<file path="src/rtl/fsm_urt_rx.sv">
// UART receiver control FSM: detects the start edge and sequences the shared
// counter, sampler, deserializer and start/parity/stop checkers through one frame.
//
// state  | meaning
// -------+-----------------------------------------------------------
// IDLE   | line idle, waiting for a start-bit falling edge
// START  | start bit in flight, start checker enabled
// DATA   | 8 data bits, deserializer strobed at each bit end
// PARITY | parity bit (only when parity was latched at frame start)
// STOP   | stop bit, stop checker enabled
// DONE   | one cycle: publish error flags, pulse data_valid if clean
module fsm_urt_rx #(
    parameter int PRESCALE_WIDTH = 5
) (
    input  logic                      CLK_fsm,
    input  logic                      RST_fsm,
    input  logic                      RX_IN_fsm,
    input  logic                      PAR_EN_fsm,
    input  logic [PRESCALE_WIDTH-1:0] Prescale_fsm,
    input  logic [3:0]                edge_cnt_fsm,
    input  logic [3:0]                bit_cnt_fsm,
    input  logic                      strt_glitch_fsm,
    input  logic                      par_err_fsm,
    input  logic                      stp_err_fsm,
    output logic                      enable_fsm,
    output logic                      dat_samp_en_fsm,
    output logic                      deser_en_fsm,
    output logic                      strt_chk_en_fsm,
    output logic                      par_chk_en_fsm,
    output logic                      stp_chk_en_fsm,
    output logic                      data_valid_fsm,
    output logic                      par_error_fsm,
    output logic                      stp_error_fsm
);

    typedef enum logic [2:0] {
        IDLE,
        START,
        DATA,
        PARITY,
        STOP,
        DONE
    } state_t;

    state_t state;
    logic   par_en_q;
    logic   par_pend;
    logic   stp_pend;
    logic   bit_end;
    logic   p_legal;

    assign bit_end = (PRESCALE_WIDTH'(edge_cnt_fsm) == (Prescale_fsm - PRESCALE_WIDTH'(1)));
    assign p_legal = (Prescale_fsm == PRESCALE_WIDTH'(8)) || (Prescale_fsm == PRESCALE_WIDTH'(16));

    always_ff @(posedge CLK_fsm) begin
        if (!RST_fsm) begin
            state         <= IDLE;
            par_en_q      <= 1'b0;
            par_pend      <= 1'b0;
            stp_pend      <= 1'b0;
            par_error_fsm <= 1'b0;
            stp_error_fsm <= 1'b0;
        end else begin
            case (state)
                IDLE: begin
                    if (!RX_IN_fsm && p_legal) begin
                        state    <= START;
                        par_en_q <= PAR_EN_fsm;
                        par_pend <= 1'b0;
                        stp_pend <= 1'b0;
                    end
                end
                START: begin
                    if (bit_end) state <= strt_glitch_fsm ? IDLE : DATA;
                end
                DATA: begin
                    if (bit_end && bit_cnt_fsm == 4'd8) state <= par_en_q ? PARITY : STOP;
                end
                PARITY: begin
                    if (bit_end) begin
                        par_pend <= par_err_fsm;
                        state    <= STOP;
                    end
                end
                STOP: begin
                    if (bit_end) begin
                        stp_pend <= stp_err_fsm;
                        state    <= DONE;
                    end
                end
                DONE: begin
                    par_error_fsm <= par_pend;
                    stp_error_fsm <= stp_pend;
                    // Line already low here means a back-to-back frame: skip IDLE.
                    if (!RX_IN_fsm) begin
                        state    <= START;
                        par_en_q <= PAR_EN_fsm;
                        par_pend <= 1'b0;
                        stp_pend <= 1'b0;
                    end else begin
                        state <= IDLE;
                    end
                end
                default: state <= IDLE;
            endcase
        end
    end

    always_comb begin
        enable_fsm      = 1'b0;
        dat_samp_en_fsm = 1'b0;
        deser_en_fsm    = 1'b0;
        strt_chk_en_fsm = 1'b0;
        par_chk_en_fsm  = 1'b0;
        stp_chk_en_fsm  = 1'b0;
        data_valid_fsm  = 1'b0;
        case (state)
            START: begin
                enable_fsm      = 1'b1;
                dat_samp_en_fsm = 1'b1;
                strt_chk_en_fsm = 1'b1;
            end
            DATA: begin
                enable_fsm      = 1'b1;
                dat_samp_en_fsm = 1'b1;
                deser_en_fsm    = bit_end;
            end
            PARITY: begin
                enable_fsm      = 1'b1;
                dat_samp_en_fsm = 1'b1;
                par_chk_en_fsm  = 1'b1;
            end
            STOP: begin
                enable_fsm      = 1'b1;
                dat_samp_en_fsm = 1'b1;
                stp_chk_en_fsm  = 1'b1;
            end
            DONE: begin
                data_valid_fsm = !par_pend && !stp_pend;
            end
            default: ;
        endcase
    end

endmodule

</file>
<file path="config.mk">
export PLATFORM = sky130hd
export DESIGN_NAME = fsm_urt_rx
export DESIGN_NICKNAME = d
export VERILOG_FILES = /design/src/rtl/fsm_urt_rx.sv
export SDC_FILE = /design/constraint.sdc
export NUM_CORES = 1
export LEC_CHECK = 0
export ABC_CLOCK_PERIOD_IN_PS = 3200
export BUFFER_PORTS_ARGS = -buffer_cell sky130_fd_sc_hd__buf_2
export CELL_PAD_IN_SITES_DETAIL_PLACEMENT = 1
export CELL_PAD_IN_SITES_GLOBAL_PLACEMENT = 2
export CORE_MARGIN = 2
export CORE_UTILIZATION = 26
export CTS_BUF_LIST = sky130_fd_sc_hd__clkbuf_4 sky130_fd_sc_hd__clkbuf_8
export DETAILED_ROUTE_END_ITERATION = 16
export PLACE_DENSITY_LB_ADDON = 0.12
export SETUP_SLACK_MARGIN = 0.1
export SYNTH_ARGS = -nofsm -noshare
export SYNTH_HDL_FRONTEND = slang
export SYNTH_SLANG_ARGS = --single-unit
export TNS_END_PERCENT = 5
</file>
<file path="constraint.sdc">
create_clock -name CLK_fsm -period 3.2 [get_ports CLK_fsm]
set_clock_uncertainty 0.05 [all_clocks]
set_input_delay 0.96 -clock CLK_fsm [delete_from_list [all_inputs] [get_ports CLK_fsm]]
set_output_delay 0.96 -clock CLK_fsm [all_outputs]
set_load 0.01 [all_outputs]
</file>
==> results of run 1 <==
timing repair:
action / CTS / global route
endpoints found under the setup margin: 1 / 1
pin swaps: 1 / 3
gates resized for setup: 5 / 3
setup buffers: 0 / 0
kinds of logic (layout without fill, tap and decap cells):
| kind of cell | Yosys count | after routing | share of synthesized area (%) |
|---|---|---|---|
| simple gates | 38 | 38 | 31.48 |
| buf+inv | 10 | 38 | 6.115 |
| compound gates | 20 | 20 | 25.72 |
| flops | 8 | 8 | 23.02 |
| mux | 3 | 3 | 4.317 |
| fa+ha+maj | 1 | 1 | 1.798 |
| xor+xnor | 6 | 6 | 7.554 |
cell usage in the layout, fill, tap and decap left out, drive strengths merged, types with 2 or more instances in the layout:
cell type and count:
inv 5, buf 30, nor2 7, o211ai 3
o311ai 2, clkbuf 3, o31ai 3, nor2b 4
nand4 3, a21oi 3, mux2i 3, xnor2 5
o2111ai 2, nor3 6, dfxtp 8, nand3 4
nand2 6, o22a 2
layout make-up:
cell class | count | area share (%)
multi-input combinational | 68 | 57.26
timing repair buffer | 30 | 16.82
tap | 30 | 4.071
inverter | 5 | 2.035
sequential | 8 | 17.37
clock buffer | 3 | 2.442
routing by layer:
metal | vias up | wire, um
met5 | - | 0
met4 | 0 | 21
met3 | 2 | 94
met2 | 22 | 1082
met1 | 373 | 895
li1 | 376 | -
worst reg2reg max path, cell delays in order (launching register included):
cell	delay [ns]
dfxtp_1	0.42
or4_4	0.60
o22a_1	0.25
o211ai_2	0.16
o31ai_2	0.08
worst paths after layout:
| check | end | slack (ns) |
|---|---|---|
| worst max-delay path | deser_en_fsm | 0.19 |
| worst min-delay path | par_en_q$_SDFFE_PN0P_ | 0.46 |
| worst max register to register | par_en_q$_SDFFE_PN0P_ | 1.52 |
| worst min register to register | par_en_q$_SDFFE_PN0P_ | 0.46 |
flip-flops by register name, summed over array words and instances (netlist names):
| register | flops |
|---|---|
| state | 3 |
| par_en_q | 1 |
| par_error_fsm | 1 |
| par_pend | 1 |
| stp_error_fsm | 1 |
| stp_pend | 1 |
power by group through the flow:
stage | registers [W] | logic [W] | clock network [W]
final | 0.000128 | 0.000139 | 0.0000787
after global placement | 0.000131 | 0.000135 | 0
after global routing | 0.000130 | 0.000152 | 0.0000887
after detailed placement | 0.000129 | 0.000135 | 0
after CTS | 0.000127 | 0.000140 | 0.0000826
after floorplan | 0.000112 | 0.000111 | 0
per-stage QoR:
step,setup TNS (ns),instance area (um2),util (%)
global route,0,922.1,36.89
detailed placement,-0.03278,864.6,34.58
finish,0,922.1,36.89
floorplan,0,695.7,-
global placement,0,864.6,34.58
CTS,0,917.1,36.69
==> impl_metrics.ini, run 1 <==
[outcome]
status = finished, final reports clean

[drt]
routedWlPerCell_um = 14.54
antenna_left = 0
drc_errors = 0
drtPass1Iterations = 4
viasPerCell = 5.368
drt_iter0_drc = 17
vias = 773
wirelength_mm = 2.094

[global_route]
first_global_vias = 758
met2_usage_pct = 23.98
grt.total_usage_pct = 13.72
met1_usage_pct = 15.92
grt_remaining_overflow = 0
gr-max-usage-layer = met2
gr-usage-met3_pct = 4.651
antenna_found_initial = 0
grt_pass1_wl_mm = 3.436
grt_max_degree = 15

[logic_synthesis]
ys_seq_area_share_pct = 23.02
synthDistinctLibCells = 38
netlist_instances = 86
ys_top_cells_by_count = dfxtp_1 (8), nor2_1 (7), nand2_1 (6), nor3_1 (6)
synth_ff_type = dfxtp_1
synthTopCellsByArea = dfxtp_1 (23%), xnor2_1 (6.3%), mux2i_1 (4.3%)
synth_top_cell_area_share_pct = 23.02
synth_edf_count = 0
synth_area_per_cell_um2 = 8.089
synth-seq-cells = 8
ys_warn_count = 0
async_flop_share_pct = 0
syn_area_um2 = 695.7
synth_fp_nets = 107
synth_top_cell_by_area = dfxtp_1
yosysMostFrequentCell = dfxtp_1

[power]
internal_power_w = 0.0002131
p_leak_nw = 0.3601
p_per_area_mw_per_mm2 = 375.3
p_comb_share_pct = 40.3
p_sw_w = 0.0001330
p_seq_share_pct = 37.0
ir_worst_vdd_mv = 0.2090
total_power_w = 0.0003461
clock_power_share_pct = 22.8
swShare_pct = 38.44

[timing]
fin_ws_ns = 0.1893
tightest_slew_ns = 0.5425
fin_crit_ns = 3.011
max-slew-margin-rel_pct = 63.36
rsz0062_at_grt = false
setup_violations = 0
fmax_ghz = 0.3322
finalHoldViolations = 0
holdWs_ns = 0.4558
period_share_pct = 94.08
slew_viol_final = 0

[cells_and_area]
fillCellCount = 304
antenna_cells = 0
multiInputGateArea_um2 = 528.0
register_area_um2 = 160.2
layout.nets = 137
finalNonFillerCells = 144
areaGrowthSynthToFinish_pct = 32.55
layout-drive-gt1-share_pct = 39.47

[setup_path]
crit_buf_inv = 3
cp-end-kind = output pin
worstPathCellList = buf_2, inv_2, ha_4, xnor2_1, nor2_1, o311ai_4, nor2_1, buf_2
path_max_fanout = 2
r2r_cells = 4
r2r_start = state[0]$_SDFFE_PN0P_
critical-path-max-stage-delay_ns = 0.20
crit_type = in -> out
startpoint = Prescale_fsm[1]
critPathLaunchType = input port
crit_cells = 8
cpLargestDelayFamily = buffers and inverters
cpMaxStageDelayCell = ha_4
worstPathRequired_ns = 2.19
worstPathArrival_ns = 2.00

[placement]
hpwl_mm = 1.595
place_congestion = 0.7172
place.port_buffers = 28
dp_cells = 141
pre_cts_slack_ns = -0.03278

[job]
maxCapViolations = 0

[clock_tree]
cts_htree_levels = 1
cts_tree = yes
cts_hold_buf = 0
clk_pin_slew_ns = 0.06
cts_buffer_depth = 2
insertion_delay_ns = 0.25
cts_inserted_buffers = 3
cts_root_buf = clkbuf_4
cts_sinks = 8

[die]
rows = 18
die_height_um = 55.73
dieArea_mm2 = 0.003105
die_w_um = 55.73
pin_count = 29
initial_core_util_pct = 27.83
core_mm2 = 0.002500

[hold_path]
min_from = par_en_q$_SDFFE_PN0P_
min_path_cells = 2
hold_path_class = reg -> reg
No activity file was read; power rests on OpenSTA's default activity.
==> inputs of run 2 (changes only) <==
- CORE_ASPECT_RATIO: not set -> 0.6
==> impl_metrics.ini, run 2 (same netlist as run 1, synthesis figures left out) <==
[die]
die_height_um = 44.07
core_mm2 = 0.002522
dieArea_mm2 = 0.003119
pin_count = 29
die_w_um = 70.78
rows = 14
initial_core_util_pct = 27.58

[placement]
place_congestion = 0.7283
hpwl_mm = 1.700
dpl_cell_area_um2 = 874.6
place.port_buffers = 28
pre_cts_slack_ns = -0.004317

[timing]
max-slew-margin-rel_pct = 59.18
rsz0062_at_grt = false
finalHoldViolations = 0
finalSetupTns_ns = 0
tightest_slew_ns = 0.6044
fin_crit_ns = 2.997
setup_violations = 0
period_share_pct = 93.66
fin_ws_ns = 0.2029
fmax_ghz = 0.3337
slew_viol_final = 0

[clock_tree]
insertion_delay_ns = 0.23
cts_root_buf = clkbuf_8
cts_buffer_depth = 2
cts_htree_levels = 1
clk_pin_slew_ns = 0.04
cts_inserted_buffers = 3
cts_sinks = 8
cts_hold_buf = 0
cts_tree = yes

[setup_path]
path_max_fanout = 4
crit_type = in -> out
r2r_cells = 4
r2r_start = state[0]$_SDFFE_PN0P_
worstPathRequired_ns = 2.19
cp-end-kind = output pin
rrSetupSlack_ns = 1.48
critPathLaunchType = input port
r2r-end = par_en_q$_SDFFE_PN0P_
startpoint = Prescale_fsm[1]
worstPathArrival_ns = 1.99

[power]
total_power_w = 0.0004005
ir_worst_vdd_mv = 0.1417
p_per_area_mw_per_mm2 = 407.7
p_leak_nw = 0.3842

[cells_and_area]
final_cell_mix = buf_2 (26), dfxtp_1 (8), nand2_1 (6), nor2_1 (6)
final_common_cell = buf_2
antenna_cells = 0
areaGrowthSynthToFinish_pct = 41.19
layout-drive-gt1-share_pct = 41.74
largest_register_ffs = 3
final_area_um2 = 982.2
finish.utilization_pct = 38.94
regMostFlops = state
layout.nets = 138

[global_route]
grt.total_usage_pct = 15.52
grt_max_degree = 15
antenna_found_initial = 0
first_global_vias = 750
grt_pass1_wl_mm = 3.712
grt_remaining_overflow = 0

[drt]
drc_errors = 0
vias = 770
wirelength_mm = 2.244
viasPerCell = 5.238
drt_iter0_drc = 43
drtPass1Iterations = 4
routedWlPerCell_um = 15.27
antenna_left = 0

[hold_path]
min_path_cells = 2
hold_path_class = reg -> reg
min_from = stp_error_fsm$_SDFFE_PN0P_
min_to = stp_error_fsm$_SDFFE_PN0P_

[outcome]
status = finished, final reports clean

[job]
maxCapViolations = 0
==> run 2: cell types whose count changed in the layout (fill, tap and decap cells not counted), moves of 2 or more <==
cell      previous run  this run
clkbuf_4             3         0
buf_2               28        26
buf_6                0         2
clkbuf_8             0         3
==> run 2: power by group <==
group | internal (W) | leakage [nW] | switching (W)
Clock | 0.0000818 | 0.0216 | 0.0000426
Combinational | 0.0000667 | 0.298 | 0.0000799
Sequential | 0.000107 | 0.0645 | 0.0000224
Total | 0.000256 | 0.384 | 0.000145
==> run 2: critical path, stage by stage <==
cell and delay, ns:
buf_6 0.09, inv_4 0.03, ha_4 0.18, nor4_4 0.32, o311ai_4 0.14, nor2_1 0.12, buf_2 0.14
==> run 2: final cells by class <==
| class | count | area (um2) |
|---|---|---|
| inverters | 5 | 21.27 |
| clock buffers | 3 | 41.29 |
| flip-flops and latches | 8 | 160.2 |
| well taps | 32 | 40.04 |
| multi-input cells | 68 | 544.3 |
| repair buffers | 31 | 175.2 |
| fillers | 324 | 1540 |
==> run 2: worst max-delay path by stage <==
stage | to | slack, ns | cells after the start
after floorplan | deser_en_fsm | 0.22 | 6
after global placement | deser_en_fsm | 0.02 | 8
after detailed placement | deser_en_fsm | -0.004 | 8
after CTS | deser_en_fsm | 0.10 | 8
after global routing | deser_en_fsm | 0.10 | 8
final | deser_en_fsm | 0.20 | 7
==> run 2: timing repair <==
item                       4_1_cts  5_1_grt
pin swaps                        3        6
setup buffers                    0        0
gates resized for setup          5        9
setup endpoints to repair        1        1
==> run 2: per-stage QoR <==
| stage | instances | hold WS, ns |
|---|---|---|
| floorplan | 86 | 0.4111 |
| detailed placement | 144 | 0.4601 |
| global route | 147 | 0.5045 |
| CTS | 147 | 0.4723 |
| global placement | 144 | 0.4360 |
| finish | 147 | 0.4660 |
==> run 2: metal layers <==
layer	track usage [%]	wire (um)	vias up
met1	22.47	1177	360
li1	-	-	381
met5	0	0	-
met4	3.396	8	0
met2	23.74	929	26
met3	3.645	130	3
